--- src/rtl/bdpu_pkg.sv ---
// Shared types and helpers for the BRAM sequencer.
// Default widths match the banked BRAM instance.
package bdpu_pkg;

    typedef enum logic [1:0] {
        IDLE = 2'd0,
        LOAD = 2'd1,
        DONE = 2'd2
    } seq_state_e;

    localparam int VAR_W  = 32;
    localparam int ADD_W  = 10;
    localparam int PIPE_W = 16;
    localparam int PLOG   = $clog2(PIPE_W);

    // BRAM control bundle field widths
    localparam int CS_W  = 1;
    localparam int WE_W  = 1;
    localparam int OE_W  = PIPE_W;
    localparam int ADD_F = ADD_W;
    localparam int DIN_F = VAR_W;

    function automatic int plog_of(input int pw);
        return $clog2(pw);
    endfunction

endpackage

--- src/rtl/bram_addr_gen.sv ---
// Load address generator: latched base/len, word count,
// wrapping address adder and last-word compare.
module bram_addr_gen #(
    parameter int ADD_WIDTH = 10
) (
    input  logic                 clk,
    input  logic                 rst,
    input  logic                 start,
    input  logic                 step,
    input  logic [ADD_WIDTH-1:0] base_in,
    input  logic [ADD_WIDTH:0]   len_in,
    output logic [ADD_WIDTH-1:0] addr,
    output logic                 last
);

    logic [ADD_WIDTH-1:0] base_q, base_d;
    logic [ADD_WIDTH:0]   len_q, len_d;
    logic [ADD_WIDTH:0]   cnt_q, cnt_d;

    always_comb begin
        base_d = base_q;
        len_d  = len_q;
        cnt_d  = cnt_q;
        if (start) begin
            base_d = base_in;
            len_d  = len_in;
            cnt_d  = '0;
        end else if (step) begin
            cnt_d = cnt_q + 1'b1;
        end
    end

    always_ff @(posedge clk or posedge rst) begin
        if (rst) begin
            base_q <= '0;
            len_q  <= '0;
            cnt_q  <= '0;
        end else begin
            base_q <= base_d;
            len_q  <= len_d;
            cnt_q  <= cnt_d;
        end
    end

    // dropping the count MSB gives the modulo-2^ADD_WIDTH wrap
    assign addr = base_q + cnt_q[ADD_WIDTH-1:0];
    assign last = (cnt_q == len_q - 1'b1);

endmodule

--- src/rtl/bram_seq.sv ---
// Arbitrates a serial word-load stream and wide row reads
// onto the single BRAM port set; returns row data with a strobe.
module bram_seq
    import bdpu_pkg::*;
#(
    parameter int varWIDTH   = 32,
    parameter int ADD_WIDTH  = 10,
    parameter int PIPE_WIDTH = 16
) (
    input  logic                           clk,
    input  logic                           rst,
    input  logic                           load_start,
    input  logic [ADD_WIDTH-1:0]           load_base,
    input  logic [ADD_WIDTH:0]             load_len,
    input  logic                           wr_valid,
    input  logic [varWIDTH-1:0]            wr_data,
    output logic                           wr_ready,
    output logic                           load_done,
    output logic                           busy,
    input  logic                           rd_req,
    input  logic [ADD_WIDTH-plog_of(PIPE_WIDTH)-1:0] rd_row,
    input  logic [PIPE_WIDTH-1:0]          rd_mask,
    output logic                           rd_gnt,
    output logic                           rd_valid,
    output logic [varWIDTH*PIPE_WIDTH-1:0] rd_data,
    output logic [ADD_WIDTH-1:0]           bram_add,
    output logic [varWIDTH-1:0]            bram_din,
    output logic                           bram_cs,
    output logic                           bram_we,
    output logic [PIPE_WIDTH-1:0]          bram_oe,
    input  logic [varWIDTH*PIPE_WIDTH-1:0] bram_dout
);

    localparam int RPLOG = plog_of(PIPE_WIDTH);

    seq_state_e state_q, state_d;
    logic                  done_q, done_d;
    logic                  busy_q, busy_d;
    logic                  rv_q, rv_d;
    logic                  cs_q, cs_d;
    logic                  we_q, we_d;
    logic [PIPE_WIDTH-1:0] oe_q, oe_d;
    logic [ADD_WIDTH-1:0]  add_q, add_d;
    logic [varWIDTH-1:0]   din_q, din_d;

    logic                 in_idle, in_load;
    logic                 wr_hs, start_go;
    logic [ADD_WIDTH-1:0] gen_addr;
    logic                 gen_last;

    assign in_idle  = (state_q == IDLE);
    assign in_load  = (state_q == LOAD);
    assign wr_hs    = in_load && wr_valid;
    assign start_go = in_idle && load_start && (load_len != '0);

    assign wr_ready = in_load;
    // a pending write always wins; start wins in IDLE
    assign rd_gnt   = !rst && rd_req &&
                      ((in_idle && !load_start) || (in_load && !wr_valid));

    bram_addr_gen #(
        .ADD_WIDTH(ADD_WIDTH)
    ) u_addr_gen (
        .clk     (clk),
        .rst     (rst),
        .start   (start_go),
        .step    (wr_hs),
        .base_in (load_base),
        .len_in  (load_len),
        .addr    (gen_addr),
        .last    (gen_last)
    );

    always_comb begin
        state_d = state_q;
        done_d  = 1'b0;
        cs_d    = 1'b0;
        we_d    = 1'b0;
        oe_d    = '0;
        add_d   = add_q;
        din_d   = din_q;
        rv_d    = cs_q && !we_q;

        unique case (state_q)
            IDLE: begin
                if (load_start) begin
                    if (load_len == '0) begin
                        state_d = DONE;
                        done_d  = 1'b1;
                    end else begin
                        state_d = LOAD;
                    end
                end
            end
            LOAD: begin
                if (wr_hs && gen_last) begin
                    state_d = IDLE;
                    done_d  = 1'b1;
                end
            end
            DONE:    state_d = IDLE;
            default: state_d = IDLE;
        endcase

        if (wr_hs) begin
            cs_d  = 1'b1;
            we_d  = 1'b1;
            add_d = gen_addr;
            din_d = wr_data;
        end else if (rd_gnt) begin
            cs_d  = 1'b1;
            add_d = {rd_row, {RPLOG{1'b0}}};
            oe_d  = rd_mask;
        end

        busy_d = (state_d == LOAD);
    end

    always_ff @(posedge clk or posedge rst) begin
        if (rst) begin
            state_q <= IDLE;
            done_q  <= 1'b0;
            busy_q  <= 1'b0;
            rv_q    <= 1'b0;
            cs_q    <= 1'b0;
            we_q    <= 1'b0;
            oe_q    <= '0;
            add_q   <= '0;
            din_q   <= '0;
        end else begin
            state_q <= state_d;
            done_q  <= done_d;
            busy_q  <= busy_d;
            rv_q    <= rv_d;
            cs_q    <= cs_d;
            we_q    <= we_d;
            oe_q    <= oe_d;
            add_q   <= add_d;
            din_q   <= din_d;
        end
    end

    assign load_done = done_q;
    assign busy      = busy_q;
    assign rd_valid  = rv_q;
    assign rd_data   = bram_dout;
    assign bram_cs   = cs_q;
    assign bram_we   = we_q;
    assign bram_oe   = oe_q;
    assign bram_add  = add_q;
    assign bram_din  = din_q;

endmodule

--- config.mk ---
export PLATFORM = sky130hd
export DESIGN_NAME = bram_seq
export DESIGN_NICKNAME = d
export VERILOG_FILES = /design/src/rtl/bdpu_pkg.sv /design/src/rtl/bram_addr_gen.sv /design/src/rtl/bram_seq.sv
export SDC_FILE = /design/constraint.sdc
export NUM_CORES = 1
export LEC_CHECK = 0
export CORE_AREA = 10 10 442 444
export CTS_BUF_LIST = sky130_fd_sc_hd__clkbuf_16
export CTS_CLUSTER_DIAMETER = 200
export CTS_CLUSTER_SIZE = 12
export DETAILED_ROUTE_END_ITERATION = 7
export DIE_AREA = 0 0 452 454
export GPL_TIMING_DRIVEN = 0
export SYNTH_ARGS = -nofsm -noshare
export SYNTH_HDL_FRONTEND = slang
export SYNTH_HIERARCHICAL = 1
export SYNTH_SLANG_ARGS = --single-unit
--- constraint.sdc ---
create_clock -name clk -period 3.3 [get_ports clk]
set_input_delay 0.66 -clock clk [delete_from_list [all_inputs] [get_ports clk]]
set_output_delay 0.66 -clock clk [all_outputs]
set_load 0.03 [all_outputs]
==> results of run 1 <==
[final timing paths]
path | start | end | slack [ns]
worst max register to register | u_addr_gen/cnt_q[4]$_DFFE_PP0P_ | bram_add[9]$_DFFE_PP0P_ | 0.65
max in group asynchronous | rst | bram_din[14]$_DFFE_PP0N_ | 2.12
min in group asynchronous | rst | u_addr_gen/base_q[9]$_DFFE_PP0P_ | 0.63
worst min-delay path | bram_din[22]$_DFFE_PP0N_ | bram_din[22]$_DFFE_PP0N_ | 0.48
worst max-delay path | rst | rd_gnt | 0.15
worst min register to register | bram_din[22]$_DFFE_PP0N_ | bram_din[22]$_DFFE_PP0N_ | 0.48
[critical path, cell delays in order]
cell	delay [ns]
clkdlybuf4s50_1	0.46
clkinvlp_4	0.12
buf_12	0.16
and4_1	0.22
buf_6	0.20
buf_2	0.28
clkdlybuf4s15_2	0.34
[placed cells by master (no fill, tap or decap), types with 8 or more instances in the layout]
master and instances:
clkdlybuf4s50_1 655, buf_4 516, nand2_1 107, dfrtp_1 97
mux2_2 19, diode_2 17, nor2_1 17, a21oi_1 16
and2_1 16, xor2_1 16, xnor2_1 12, ha_1 11
clkbuf_16 9, clkbuf_1 8, o21ai_0 8
[logic make-up after synthesis]
kind of cell / after synthesis
xor+xnor: 28
mux: 26
simple gates: 186
fa+ha+maj: 12
buf+inv: 537
compound gates: 47
flops: 97
[final cells by class]
| type | count | share of cell area |
|---|---|---|
| Clock inverter | 7 | 0.00313 |
| Tap cell | 2495 | 0.170 |
| Multi-Input combinational cell | 299 | 0.102 |
| Buffer | 528 | 0.214 |
| Clock buffer | 9 | 0.0123 |
| Inverter | 9 | 0.00204 |
| Timing Repair Buffer | 661 | 0.363 |
| Sequential cell | 97 | 0.132 |
| Antenna cell | 17 | 0.00231 |
[through the flow]
step / setup slack [ns] / instance area [um2] / hold slack (ns) / util / total power, mW
after floorplan: 0.268 / 8270 / 0.487 / - / 4.75
after global placement: -2.02 / 18000 / 0.465 / 0.0962 / 7.38
after detailed placement: -0.497 / 18000 / 0.468 / 0.0965 / 7.43
after CTS: 0.132 / 18300 / 0.490 / 0.0983 / 8.76
after global routing: 0.0632 / 18300 / 0.504 / 0.0983 / 8.96
final: 0.151 / 18400 / 0.483 / 0.0985 / 8.39
[state kept, by name (all words and copies together), names as in the netlist]
register	count
bram_add	10
bram_din	32
u_addr_gen/cnt_q	11
state_q	2
u_addr_gen/len_q	11
bram_oe	16
u_addr_gen/base_q	10
bram_cs	1
load_done	1
busy	1
bram_we	1
rd_valid	1
[report_power, final]
group | total [mW] | switching [mW] | internal (mW)
sequential | 1.93 | 0.340 | 1.59
combinational | 5.25 | 3.14 | 2.11
clock | 1.22 | 0.690 | 0.528
[repair_timing]
item | 4_1_cts | 5_1_grt
endpoints found under the setup margin | 1 | 0
gates resized for setup | 3 | 0
buffers inserted | 1 | 0
[layer usage]
layer | track usage | share of wire | vias up
li1 | - | - | 3814
met1 | 0.0944 | 0.31 | 4214
met2 | 0.184 | 0.50 | 665
met3 | 0.0842 | 0.17 | 125
met4 | 0.0137 | 0.012 | 22
met5 | 0 | 0.0012 | -
==> flow_summary.json, run 1 <==
{
  "outcome": "completed",
  "multiInputGateArea_um2": 1870,
  "synthSimpleGateAreaFrac": 0.105,
  "grt_max_degree": 31,
  "areaGrowthSynthToFinish_pct": 122,
  "grt_pass1_wl_um": 132000,
  "stdcell_count": 4122,
  "vias_per_cell": 2.14,
  "drc_errors": 0,
  "final-seq-area_um2": 2430,
  "fin_crit_ns": 3.15,
  "synth_cell_types": 50,
  "synth-compound-area-share": 0.0379,
  "synth_top_area_share": 0.468,
  "synthAdderAreaFrac": 0.0191,
  "drtIter0Drc": 401,
  "tightest_slew_ns": 0.857,
  "wl_per_cell_um": 27.6,
  "syn_inst": 933,
  "peakVddDrop_uv": 400,
  "nets": 2209,
  "initial_utilization": 0.0443,
  "core_area_um2": 187000,
  "drv_slew": 0,
  "io_buffers": 656,
  "grt_overflow_total": 0,
  "fillers": 21646,
  "finClkSkew_ns": 0.0150,
  "setup_tns_ns": 0,
  "routed_wl_um": 114000,
  "ys.flop_type": "dfrtp_1",
  "ys_ff_latch": 97,
  "cts_buffer_depth": 2,
  "die_area_um2": 205000,
  "crit_required_ns": 2.64,
  "fin_crit_sh": 0.954,
  "cts_made_buffers": 9,
  "post_route_cells_drive_above_1_share": 0.353,
  "clk_latency_ns": 0.42,
  "synthXorXnorAreaFrac": 0.0297,
  "ant_nets": 0,
  "path_class": "in2out",
  "ff2ff_path_depth": 8,
  "die_h_um": 454,
  "worst-path-max-fanout": 16,
  "yosysMostFrequentCell": "buf_4",
  "start_kind": "input port",
  "antenna_found_initial": 88,
  "drt-pass1-iter-count": 4,
  "hold_violations": 0,
  "cp.arrival_ns": 2.49,
  "holdPathStages": 2,
  "cts_tree": "yes",
  "dp_hpwl_um": 107000,
  "rows": 159,
  "vias": 8840,
  "setup_violations": 0,
  "syn-cell-area_um2": 8260,
  "dpl.cell_count": 4087,
  "async_reset_ff_frac": 1.00,
  "cts_root_buf": "clkbuf_16",
  "hp-class": "reg2reg",
  "place_congestion": 0.873,
  "htreeDepth": 3,
  "relSlewSlack": 0.427,
  "avgSynthCellArea_um2": 8.86,
  "yosysTopAreaCell": "buf_4",
  "clkTransAtPathRegs_ns": 0.09,
  "synth-seq-area-share": 0.294,
  "cap_violations": 0,
  "power.leakage_nw": 7.37,
  "pin_count": 1169,
  "synth_top_family_by_area": "buffers and inverters",
  "die_w_um": 452,
  "cts_sinks": 97,
  "synthTopCellsByCount": "buf_4, nand2_1, dfrtp_1",
  "yosysWarnings": 6,
  "syn_nets": 1537,
  "grt_pass1_vias": 9387,
  "synth-edff-count": 0,
  "hold_buffers": 0,
  "synth_area_leaders": "buf_4, dfrtp_1, nand2_1",
  "rsz0062_at_grt": "false",
  "synth.area.mux_share": 0.0344,
  "grtUsageTotal": 0.104,
  "fmax_mhz": 318,
  "p_per_area_nw_per_um2": 457,
  "cp-end-kind": "primary output"
}
No activity file was read; power rests on OpenSTA's default activity.
==> run 2, diff against run 1 <==
--- a/config.mk
+++ b/config.mk
@@ -5,12 +5,14 @@
 export SDC_FILE = /design/constraint.sdc
 export NUM_CORES = 1
 export LEC_CHECK = 0
-export CORE_AREA = 10 10 442 444
+export ABC_AREA = 1
+export ABC_CLOCK_PERIOD_IN_PS = 3300
+export CORE_AREA = 10 10 452 454
 export CTS_BUF_LIST = sky130_fd_sc_hd__clkbuf_16
 export CTS_CLUSTER_DIAMETER = 200
 export CTS_CLUSTER_SIZE = 12
 export DETAILED_ROUTE_END_ITERATION = 7
-export DIE_AREA = 0 0 452 454
+export DIE_AREA = 0 0 462 464
 export GPL_TIMING_DRIVEN = 0
 export SYNTH_ARGS = -nofsm -noshare
 export SYNTH_HDL_FRONTEND = slang
==> flow_summary.json, run 2 <==
{
  "antenna_found_initial": 190,
  "grt_overflow_total": 0,
  "rows": 162,
  "post_cts_buffers": 0,
  "tightest_slew_ns": 0.886,
  "clkTransAtPathRegs_ns": 0.07,
  "vias_per_cell": 2.37,
  "yosysWarnings": 6,
  "power.leakage_nw": 7.90,
  "clk_latency_ns": 0.38,
  "relSlewSlack": 0.409,
  "drv_slew": 0,
  "cts_buffer_depth": 2,
  "cap_violations": 0,
  "combPwrFrac": 0.620,
  "cts_tree": "yes",
  "grt_max_degree": 66,
  "nets": 2382,
  "outcome": "completed",
  "ys_ff_latch": 97,
  "finalWorstSetupSlack_ns": 0.275,
  "p_int_mw": 3.81,
  "die_w_um": 462,
  "most-common-layout-cells": "clkdlybuf4s50_1, buf_4, nand2_1",
  "yosysMostFrequentCell": "buf_4",
  "crit_required_ns": 2.64,
  "synthTopCellsByCount": "buf_4, nand2_1, dfrtp_1",
  "max_stage_delay_ns": 0.51,
  "peakVddDrop_uv": 280,
  "rsz0062_at_grt": "false",
  "fin_crit_sh": 0.917,
  "cts_sinks": 97,
  "post-place-ws_ns": -0.0511,
  "dpl.cell_count": 4308,
  "pin_count": 1169,
  "ys.flop_type": "dfrtp_1",
  "areaGrowthSynthToFinish_pct": 119,
  "grt_pass1_vias": 10434,
  "synth_cell_types": 25,
  "crit_chain": "clkdlybuf4s50_1 > nor2_1 > nand2_2 > buf_2 > inv_1 > dlygate4sd2_1",
  "avgSynthCellArea_um2": 7.69,
  "fin_crit_ns": 3.03,
  "syn-cell-area_um2": 8530,
  "syn_nets": 1714,
  "vias": 10287,
  "htreeDepth": 3,
  "die_h_um": 464,
  "cts_made_buffers": 9,
  "cts_resized": 1,
  "syn_inst": 1110,
  "wl_per_cell_um": 36.2,
  "fmax_mhz": 331,
  "fillers": 22586,
  "async_reset_ff_frac": 1.00,
  "post_route_cells_drive_above_1_share": 0.311,
  "routed_wl_um": 157000,
  "core_area_um2": 195000,
  "p_per_area_nw_per_um2": 412,
  "path_class": "in2out",
  "hold_violations": 0,
  "worst-path-max-fanout": 10,
  "drc_errors": 0,
  "io_buffers": 656,
  "setup_violations": 0,
  "synth-seq-area-share": 0.284,
  "place_congestion": 0.820,
  "hold_buffers": 0,
  "dp_hpwl_um": 152000,
  "power.switching_mw": 3.88,
  "power_frac_clock": 0.148,
  "drtIter0Drc": 459,
  "total_power_mw": 7.69,
  "synth-edff-count": 0,
  "stdcell_count": 4348,
  "cp.arrival_ns": 2.37,
  "initial_utilization": 0.0439,
  "synth_top_area_share": 0.451,
  "ant_nets": 0,
  "cts_root_buf": "clkbuf_16",
  "drt-pass1-iter-count": 5,
  "die_area_um2": 214000,
  "p_seq_frac": 0.232,
  "cp_slowest_cell": "clkdlybuf4s50_1",
  "layout_commonest_cell": "clkdlybuf4s50_1",
  "yosysTopAreaCell": "buf_4",
  "switching_share": 0.505,
  "start_kind": "input port",
  "largest_reg_flops": 32,
  "cp-end-kind": "primary output",
  "hp-class": "reg2reg",
  "finClkSkew_ns": 0.0155,
  "synth_area_leaders": "buf_4, dfrtp_1, nand2_1",
  "grtUsageTotal": 0.139,
  "grt_pass1_wl_um": 179000
}
==> run 2: cell count changes in the layout (fill, tap and decap cells not counted), sizes merged, moves of 15 or more <==
cell	previous run	this run
nand2	108	265
inv	13	61
nor2	17	60
nand3	2	36
mux2	19	0
and2	16	1
==> run 2: power by group through the flow <==
stage / clock [mW] / combinational [mW] / sequential (mW)
floorplan: 0 / 2.29 / 2.01
global placement: 0 / 4.77 / 1.77
detailed placement: 0 / 4.86 / 1.79
CTS: 1.18 / 4.89 / 1.77
global route: 1.22 / 5.10 / 1.82
finish: 1.14 / 4.77 / 1.78
==> run 2: final timing paths <==
check / endpoint / start / slack [ns] / depth (start not counted)
worst min-delay path: bram_din[13]$_DFFE_PP0N_ / bram_din[13]$_DFFE_PP0N_ / 0.48 / 2
worst max-delay path: rd_gnt / rst / 0.27 / 6
min in group asynchronous: u_addr_gen/cnt_q[0]$_DFFE_PP0P_ / rst / 0.67 / 2
max in group asynchronous: bram_din[21]$_DFFE_PP0N_ / rst / 1.79 / 2
worst max register to register: bram_add[8]$_DFFE_PP0P_ / u_addr_gen/cnt_q[0]$_DFFE_PP0P_ / 1.15 / 14
worst min register to register: bram_din[13]$_DFFE_PP0N_ / bram_din[13]$_DFFE_PP0N_ / 0.48 / 2
==> run 2: area by class of cell <==
| type | count | area [um2] | share of cell area |
|---|---|---|---|
| Timing Repair Buffer | 657 | 6590 | 0.353 |
| Buffer | 529 | 3950 | 0.212 |
| Tap cell | 2542 | 3180 | 0.170 |
| Sequential cell | 97 | 2430 | 0.130 |
| Multi-Input combinational cell | 426 | 1940 | 0.104 |
| Clock buffer | 9 | 225 | 0.0121 |
| Inverter | 58 | 220 | 0.0118 |
| Clock inverter | 7 | 88.8 | 0.00476 |
| Antenna cell | 23 | 57.6 | 0.00308 |
==> run 2: per-stage QoR <==
step	setup TNS (ns)	instance area [um2]	utilization	hold slack, ns
after floorplan	0	8530	-	0.448
final	0	18700	0.0960	0.477
after detailed placement	-0.0511	18300	0.0940	0.465
after CTS	0	18600	0.0956	0.487
after global routing	0	18600	0.0957	0.501
after global placement	-33.35	18300	0.0939	0.461
==> run 2: worst max-delay path: cells and delay by family <==
family | cells | cell delay [ns]
AND/OR/NAND/NOR | 2 | 0.42
buffers and inverters | 4 | 1.27
==> run 2: cell families (layout without fill, tap and decap cells) <==
logic type / Yosys count / in the layout / share of synthesized area
AOI/OAI and AO/OA: 34 / 34 / 0.0205
xor gates and xnor gates: 12 / 12 / 0.0123
adders and majority gates: 12 / 12 / 0.0185
buffers and inverters: 587 / 1260 / 0.488
DFF: 97 / 97 / 0.284
other: 0 / 23 / 0
and+or+nand+nor: 368 / 368 / 0.176
==> run 2: per-layer routing <==
layer	share of wire	GRT usage	vias to the layer above
met2	0.48	0.246	1016
met5	0.0038	0	-
met1	0.30	0.121	4609
met4	0.015	0.0114	92
li1	-	-	4238
met3	0.20	0.125	332
